### src/rtl/multicycle_control.sv
// Multi-cycle RV32I-subset control sequencer: fetch, decode, branch resolution, PC ownership.
// Latency: ALU ops 4 cycles, branches 3 cycles, plus one cycle per fetch cycle without imem_ready.
// Backpressure: holds in FETCH with imem_req high and imem_addr stable until imem_ready.
module multicycle_control #(
    parameter int                 D_WIDTH  = 32,
    parameter int                 A_WIDTH  = 5,
    parameter logic [D_WIDTH-1:0] RESET_PC = '0
) (
    input  logic               clk,
    input  logic               rst_n,
    output logic               imem_req,
    output logic [D_WIDTH-1:0] imem_addr,
    input  logic               imem_ready,
    input  logic [D_WIDTH-1:0] imem_rdata,
    output logic [A_WIDTH-1:0] rs1,
    output logic [A_WIDTH-1:0] rs2,
    output logic [A_WIDTH-1:0] rd,
    output logic               RegWrite,
    output logic               ALUsrc,
    output logic [2:0]         ALUctrl,
    output logic [D_WIDTH-1:0] ImmOp,
    input  logic               EQ,
    output logic [D_WIDTH-1:0] pc,
    output logic               retire,
    output logic               illegal
);

    typedef enum logic [2:0] {
        S_FETCH,
        S_DECODE,
        S_EXEC,
        S_WB,
        S_HALT
    } state_t;

    localparam logic [6:0] OP_IMM    = 7'b0010011;
    localparam logic [6:0] OP_REG    = 7'b0110011;
    localparam logic [6:0] OP_BRANCH = 7'b1100011;
    localparam logic [2:0] ALU_ADD   = 3'b000;
    localparam logic [2:0] ALU_SUB   = 3'b001;

    state_t               r_state;
    state_t               w_state_nxt;

    logic [D_WIDTH-1:0]   r_ir;
    logic [D_WIDTH-1:0]   r_pc;
    logic [A_WIDTH-1:0]   r_rs1;
    logic [A_WIDTH-1:0]   r_rs2;
    logic [A_WIDTH-1:0]   r_rd;
    logic                 r_alusrc;
    logic [2:0]           r_aluctrl;
    logic [D_WIDTH-1:0]   r_imm;
    logic                 r_is_branch;
    logic                 r_is_bne;
    logic                 r_retire;
    logic                 r_illegal;

    logic [6:0]           w_opcode;
    logic [2:0]           w_funct3;
    logic [6:0]           w_funct7;
    logic                 w_is_addi;
    logic                 w_is_add;
    logic                 w_is_sub;
    logic                 w_is_beq;
    logic                 w_is_bne;
    logic                 w_is_branch;
    logic                 w_legal;
    logic [D_WIDTH-1:0]   w_imm_i;
    logic [D_WIDTH-1:0]   w_imm_b;
    logic [D_WIDTH-1:0]   w_dec_imm;
    logic [2:0]           w_dec_aluctrl;
    logic                 w_dec_alusrc;
    logic [D_WIDTH-1:0]   w_pc_plus4;
    logic [D_WIDTH-1:0]   w_pc_target;
    logic                 w_taken;
    logic                 w_fetch_accept;

    // Instruction field decode, always from the latched instruction register.
    always_comb begin
        w_opcode    = r_ir[6:0];
        w_funct3    = r_ir[14:12];
        w_funct7    = r_ir[31:25];

        w_is_addi   = (w_opcode == OP_IMM) && (w_funct3 == 3'b000);
        w_is_add    = (w_opcode == OP_REG) && (w_funct3 == 3'b000) && (w_funct7 == 7'b0000000);
        w_is_sub    = (w_opcode == OP_REG) && (w_funct3 == 3'b000) && (w_funct7 == 7'b0100000);
        w_is_beq    = (w_opcode == OP_BRANCH) && (w_funct3 == 3'b000);
        w_is_bne    = (w_opcode == OP_BRANCH) && (w_funct3 == 3'b001);
        w_is_branch = w_is_beq || w_is_bne;
        w_legal     = w_is_addi || w_is_add || w_is_sub || w_is_branch;

        w_imm_i = {{(D_WIDTH-12){r_ir[31]}}, r_ir[31:20]};
        w_imm_b = {{(D_WIDTH-13){r_ir[31]}}, r_ir[31], r_ir[7], r_ir[30:25], r_ir[11:8], 1'b0};

        w_dec_imm     = '0;
        w_dec_aluctrl = ALU_ADD;
        w_dec_alusrc  = 1'b0;
        if (w_is_addi) begin
            w_dec_imm    = w_imm_i;
            w_dec_alusrc = 1'b1;
        end else if (w_is_sub) begin
            w_dec_aluctrl = ALU_SUB;
        end else if (w_is_branch) begin
            w_dec_imm     = w_imm_b;
            w_dec_aluctrl = ALU_SUB;
        end
    end

    always_comb begin
        w_pc_plus4     = r_pc + D_WIDTH'(4);
        w_pc_target    = r_pc + r_imm;
        w_taken        = r_is_bne ? !EQ : EQ;
        w_fetch_accept = (r_state == S_FETCH) && imem_ready;
    end

    always_ff @(posedge clk or negedge rst_n) begin
        if (!rst_n) begin
            r_state <= S_FETCH;
        end else begin
            r_state <= w_state_nxt;
        end
    end

    always_comb begin
        w_state_nxt = r_state;
        case (r_state)
            S_FETCH:  if (imem_ready) w_state_nxt = S_DECODE;
            S_DECODE: w_state_nxt = w_legal ? S_EXEC : S_HALT;
            S_EXEC:   w_state_nxt = r_is_branch ? S_FETCH : S_WB;
            S_WB:     w_state_nxt = S_FETCH;
            S_HALT:   w_state_nxt = S_HALT;
            default:  w_state_nxt = S_HALT;
        endcase
    end

    always_ff @(posedge clk or negedge rst_n) begin
        if (!rst_n) begin
            r_ir        <= '0;
            r_pc        <= RESET_PC;
            r_rs1       <= '0;
            r_rs2       <= '0;
            r_rd        <= '0;
            r_alusrc    <= 1'b0;
            r_aluctrl   <= ALU_ADD;
            r_imm       <= '0;
            r_is_branch <= 1'b0;
            r_is_bne    <= 1'b0;
            r_retire    <= 1'b0;
            r_illegal   <= 1'b0;
        end else begin
            r_retire <= 1'b0;
            if (w_fetch_accept) begin
                r_ir <= imem_rdata;
            end
            // Control outputs only move on the DECODE->EXEC edge; an illegal word leaves them untouched.
            if (r_state == S_DECODE) begin
                if (w_legal) begin
                    r_rs1       <= A_WIDTH'(r_ir[19:15]);
                    r_rs2       <= A_WIDTH'(r_ir[24:20]);
                    r_rd        <= w_is_branch ? '0 : A_WIDTH'(r_ir[11:7]);
                    r_alusrc    <= w_dec_alusrc;
                    r_aluctrl   <= w_dec_aluctrl;
                    r_imm       <= w_dec_imm;
                    r_is_branch <= w_is_branch;
                    r_is_bne    <= w_is_bne;
                end else begin
                    r_illegal   <= 1'b1;
                end
            end
            if ((r_state == S_EXEC) && r_is_branch) begin
                r_pc     <= w_taken ? w_pc_target : w_pc_plus4;
                r_retire <= 1'b1;
            end
            if (r_state == S_WB) begin
                r_pc     <= w_pc_plus4;
                r_retire <= 1'b1;
            end
        end
    end

    // Request is masked while reset is held since the state register already reads FETCH.
    assign imem_req  = (r_state == S_FETCH) && rst_n;
    assign imem_addr = r_pc;
    assign pc        = r_pc;
    assign rs1       = r_rs1;
    assign rs2       = r_rs2;
    assign rd        = r_rd;
    assign RegWrite  = (r_state == S_WB) && (r_rd != '0);
    assign ALUsrc    = r_alusrc;
    assign ALUctrl   = r_aluctrl;
    assign ImmOp     = r_imm;
    assign retire    = r_retire;
    assign illegal   = r_illegal;

endmodule

### config.mk
export PLATFORM = sky130hd
export DESIGN_NAME = multicycle_control
export DESIGN_NICKNAME = d
export VERILOG_FILES = /design/src/rtl/multicycle_control.sv
export SDC_FILE = /design/constraint.sdc
export NUM_CORES = 1
export LEC_CHECK = 0
export BUFFER_PORTS_ARGS = -buffer_cell sky130_fd_sc_hd__buf_2
export CAP_MARGIN = 40
export CORE_ASPECT_RATIO = 1.25
export CORE_UTILIZATION = 48
export CTS_CLUSTER_SIZE = 10
export DETAILED_ROUTE_END_ITERATION = 10
export PLACE_DENSITY = 0.77
export RECOVER_POWER = 50
export SETUP_SLACK_MARGIN = 0.1
export SLEW_MARGIN = 20
export SYNTH_ARGS = -nofsm -noshare
export SYNTH_HDL_FRONTEND = slang
export SYNTH_SLANG_ARGS = --single-unit
### constraint.sdc
create_clock -name clk -period 9.5 [get_ports clk]
set_clock_uncertainty 0.1 [all_clocks]
set_input_delay 0 -clock clk [delete_from_list [all_inputs] [get_ports clk]]
set_output_delay 0 -clock clk [all_outputs]
set_load 0.01 [all_outputs]
**Word level (Yosys, flattened, before mapping)**

Index checks and enable logic that the tools add are counted.

- Register bits after elaboration: 122
- Input bits: 36
- Word-level logic and storage cells: 65

- $add $sub $neg: 2
- Equality and inequality tests: 9
- Muxes and demuxes: 18
- Bitwise gates (word level): 1
- Reduce and logical (&&, ||, !) cells: 22

Operators with widths:

| operator | number |
|---|---|
| $mux 32 | 6 |
| $add 32x3->32 const B | 1 |
| $add 32x32->32 | 1 |
| $eq 7x6->1 const B | 2 |
| $pmux 3 s4 | 1 |
| $logic_and 1x1->1 | 10 |
| $mux 3 | 3 |
| $eq 7x5->1 const B | 1 |
| $eq 7x7->1 const B | 1 |
| $logic_not 7->1 | 1 |
| $eq 3x1->1 const B | 2 |
| $eq 3x2->1 const B | 2 |
| $logic_not 3->1 | 2 |
| $mux 1 | 6 |
| $mux 5 | 1 |
| $reduce_bool 5->1 | 1 |
| $logic_or 1x1->1 | 4 |
| $reduce_and 2->1 | 2 |
| $mux 2 | 1 |
| $ne 2x2->1 const B | 1 |
| $reduce_bool 2->1 | 1 |
| $logic_not 1->1 | 1 |
| $not 1->1 | 1 |

**Logic depth before layout (Yosys ltp)**

- Word-level depth: 8
- Depth in mapped cells: 12
- Gate-level depth less buffers: 12

**Least setup slack after synthesis**

Ideal clock, no wire load.

- Kind: reg2reg
- Start point: reg ImmOp[30] (netlist name)
- End point: reg r_pc[29], in the netlist imem_addr[29]
- Library setup time: 0.104 ns
- Data arrival time: 2.984 ns
- Path slack: 6.312 ns
- Stages on the path, launching flop included: 12
- Path buffers: 1
- Path through: dfrtp_1 > ha_1 > clkbuf_1 > a21o_1 > a21o_1 > a21oi_1 > o22a_1 > o31a_1 > o21ai_0 > a31oi_1 > xor2_1 > a221oi_1

RTL lines:

| item | RTL line | source |
|---|---|---|
| end signal: assignment | 171 | `r_pc <= w_taken ? w_pc_target : w_pc_plus4;` |
| end signal: assignment | 175 | `r_pc <= w_pc_plus4;` |
| end: declaration | 46 | `logic [D_WIDTH-1:0] r_pc;` |

==> summary.md <==
| Metric | Value |
|---|---|
| Most area-consuming cells after synthesis | dfrtp_1 (39%), mux2_2 (8.2%), ha_1 (6.1%), buf_4 (6.1%), a21oi_1 (4.6%) |
| R2r setup slk | 6200 ps |
| Gpl congestion | 0.885 |
| Worst vdd ir | 0.0894 mV |
| Critical Path Start Type | input pin |
| Slowest stage delay, CP | 2200 ps |
| Placed cells | 959 |
| Most common cell type on the critical path | clkbuf_1 |
| Rel. slew slack | -1.03 |
| Clock power frac | 0.425 |
| Final Cell Area | 0.00763 mm² |
| Post-Syn Area | 0.00656 mm² |
| Detailed Route Iter0 Violations | 325 |
| Post-Synthesis Cells | 708 |
| Highest metal used | met4 |
| DRC errors left | 0 |
| Asr flop ratio synth | 1.00 |
| Status | finished with violations |
| Adder-cell share of the synthesized area | 0.0641 |
| Most used DFF post-synth | dfrtp_1 |
| H-tree Lvls | 3 |
| CTS tree | done |
| Combinational family with the most area after synthesis | compound AO/OA/AOI/OAI gates |
| Net switching power | 221 µW |
| Final cell count without fillers | 1011 |
| Slew Limit Fails | 100 |
| Number of global-route vias before repair | 5650 |
| Hold path depth | 5 |
| GRT Util Overall | 0.247 |
| Worst Path Max Fanout | 59 |
| Remaining antenna violation count | 0 |
| Pint | 657 µW |
| Period utilization | 0.528 |
| Reg2reg path depth | 10 |
| Yosys warns | 0 |
| Met3 routed WL | 1080 µm |
| Yosys reg bits | 101 |
| Commonest cells in the netlist | dfrtp_1 (101), nand2_1 (63), a21oi_1 (60), buf_4 (53), o21ai_0 (49) |
| Post-Synth Simple-Gate Area | 0.142 |
| Wire per inst | 17.0 µm |
| Die width | 107 µm |
| Fill cells | 1212 |
| Die ar. | 0.0141 mm² |
| Count leader, synth | dfrtp_1 |
| Pin count of the biggest net entering global routing | 65 |
| Fmax | 0.199 GHz |
| Area of the core | 0.0133 mm² |
| XOR/XNOR Fraction of Synth Area | 0.0361 |
| Area of the multi-input gates | 0.00348 mm² |
| Actual slew at the worst max-slew pin | 3050 ps |
| Register area | 0.00253 mm² |
| Starting Density | 0.494 |
| Crit Path Class | in2async |
| CTS sink count | 101 |
| Clk slew on worst S/H paths | 70 ps |
| Post-synthesis cell type count | 63 |
| Routed WL | 17200 µm |
| Metal-1 WL | 6830 µm |
| DP Wirelength | 12000 µm |
| Seq pwr share | 0.516 |
| Final Net Count | 904 |
| First-pass GRT wire length | 27800 µm |
| I/O Buffers | 152 |
| CTS buffer count | 9 |
| DRT Pass-1 Iters | 5 |
| Area Growth Syn to Fin | 16.4% |
| GRT overflow | 0 |
| Cell Pwr Density | 115 mW/mm² |
| Final Hold Viols | 0 |
| Syn_area_per_cell | 9.26 µm² |
| CP Data Required Time | 9190 ps |
| Clock period minus worst slack | 5020 ps |
| Layout cell share with drive strength beyond 1 | 0.163 |
| Final Setup Violations | 0 |
| Worst-path cell chain | dlygate4sd3_1 -> clkbuf_1 -> clkbuf_1 -> clkbuf_1 |
| Top cell type's share of synthesized area | 0.385 |
| Min-delay worst type | in2reg |
| Compound-Gate Fraction of Synth Area | 0.203 |
| Maximum clock insertion buffer count | 2 |
| Sequential area share after synthesis | 0.385 |
| Via density | 5.76 |
| Violated checks | max-capacitance violations, max-slew violations |
| Met2 wire len | 8850 µm |
| Mux cell area share after synthesis | 0.0824 |
| Maxcap violations | 2 |
| Lkg Pwr | 0.00349 µW |
| Skew-Pair Late Insertion Delay | 350 ps |
| Dominant cell type by area after synthesis | dfrtp_1 |
| CP endpoint kind | asynchronous set/reset pin |
| Die height | 133 µm |
| CTS root buf | clkbuf_16 |
| Critical-path top delay cell | clkbuf_1 |
| Resized Gates After CTS | 0 |
| Unrepaired setup endpoints after global routing | false |
| Placed Area | 0.00710 mm² |
| Post-synth EDFFs | 0 |
| Initial antenna violation count | 0 |
| Logic pwr share | 0.059 |
| DR vias | 5826 |
| Num ports | 155 |
| TNS Setup | 0 ps |
| Ant diodes | 0 |
| Sw frac | 0.252 |
| Row count | 47 |
| Arr. time, crit path | 4700 ps |
## layer usage
metal | vias to the layer above | global-route usage
met5 | - | 0
met2 | 248 | 0.437
met3 | 23 | 0.0473
li1 | 2805 | -
met1 | 2750 | 0.290
met4 | 0 | 0.106
## logic make-up (layout without fill, tap and decap cells)
logic type / after synthesis / count (layout)
DFF: 101 / 101
xor gates and xnor gates: 27 / 27
and+or+nand+nor: 193 / 193
muxes: 48 / 48
adders and majority gates: 33 / 33
other: 1 / 2
buffers and inverters: 97 / 228
AOI/OAI and AO/OA: 208 / 208
## final cells by class
cell class / count / share of cell area
clock inverters: 7 / 0.0102
multi-input cells: 511 / 0.455
inverters: 17 / 0.00836
flip-flops and latches: 101 / 0.331
well taps: 171 / 0.0280
clock buffers: 9 / 0.0295
repair buffers: 195 / 0.137
## critical path, delay by kind of cell
kind	cells	cell delay (ps)
buffers and inverters	4	4650
## placed cells by master (no fill, tap or decap), types with 7 or more instances in the layout
cell type,n
ha_1,32
nand4_1,10
and3_1,7
o21ai_0,49
xor2_1,10
mux2_2,48
a21oi_1,60
xnor2_1,17
clkbuf_16,9
nand3_1,33
dfrtp_1,100
o22ai_1,11
nor2_1,35
nand2_1,63
a21o_1,22
clkbuf_1,98
nor3_1,8
inv_1,16
dlygate4sd3_1,34
buf_2,56
## per-stage QoR
| step | setup slack [ps] | hold slack [ps] | utilization | power [µW] |
|---|---|---|---|---|
| after CTS | 6230 | 54.5 | 0.582 | 887 |
| after detailed placement | 6240 | -94.2 | 0.534 | 502 |
| after floorplan | 6310 | -396 | - | 478 |
| after global placement | 6060 | -96.3 | 0.534 | 499 |
| final | 4480 | 290 | 0.574 | 878 |
| after global routing | 3390 | 313 | 0.574 | 911 |
## registers in the layout (all words and copies together), names as in the netlist
name	count
ALUsrc	1
illegal	1
r_state	3
rs1	5
rd	5
imem_addr	32
retire	1
ALUctrl	1
r_ir	32
rs2	5
ImmOp	13
r_is_branch	1
r_is_bne	1
## power by group through the flow
stage | clock (µW) | combinational (µW) | sequential, µW
final | 373 | 52.2 | 453
after global placement | 0 | 39.2 | 460
after floorplan | 0 | 20.9 | 457
after detailed placement | 0 | 40.7 | 461
after global routing | 399 | 57.9 | 455
after CTS | 383 | 51.4 | 452
## final timing paths
kind                              start             to
min in group asynchronous         rst_n        r_ir[6]
max in group clk           imem_addr[2]  imem_addr[26]
setup reg to reg           imem_addr[2]  imem_addr[26]
setup / recovery                  rst_n  imem_addr[13]
hold reg to reg                 illegal        illegal
hold / removal                       EQ   imem_addr[7]
## what timing repair did
item	CTS	global route
hold endpoints to repair	70	0
hold buffers	34	0
setup buffers	0	0
endpoints found under the setup margin	0	0
Note: power is estimated with default switching activity, not from simulation.
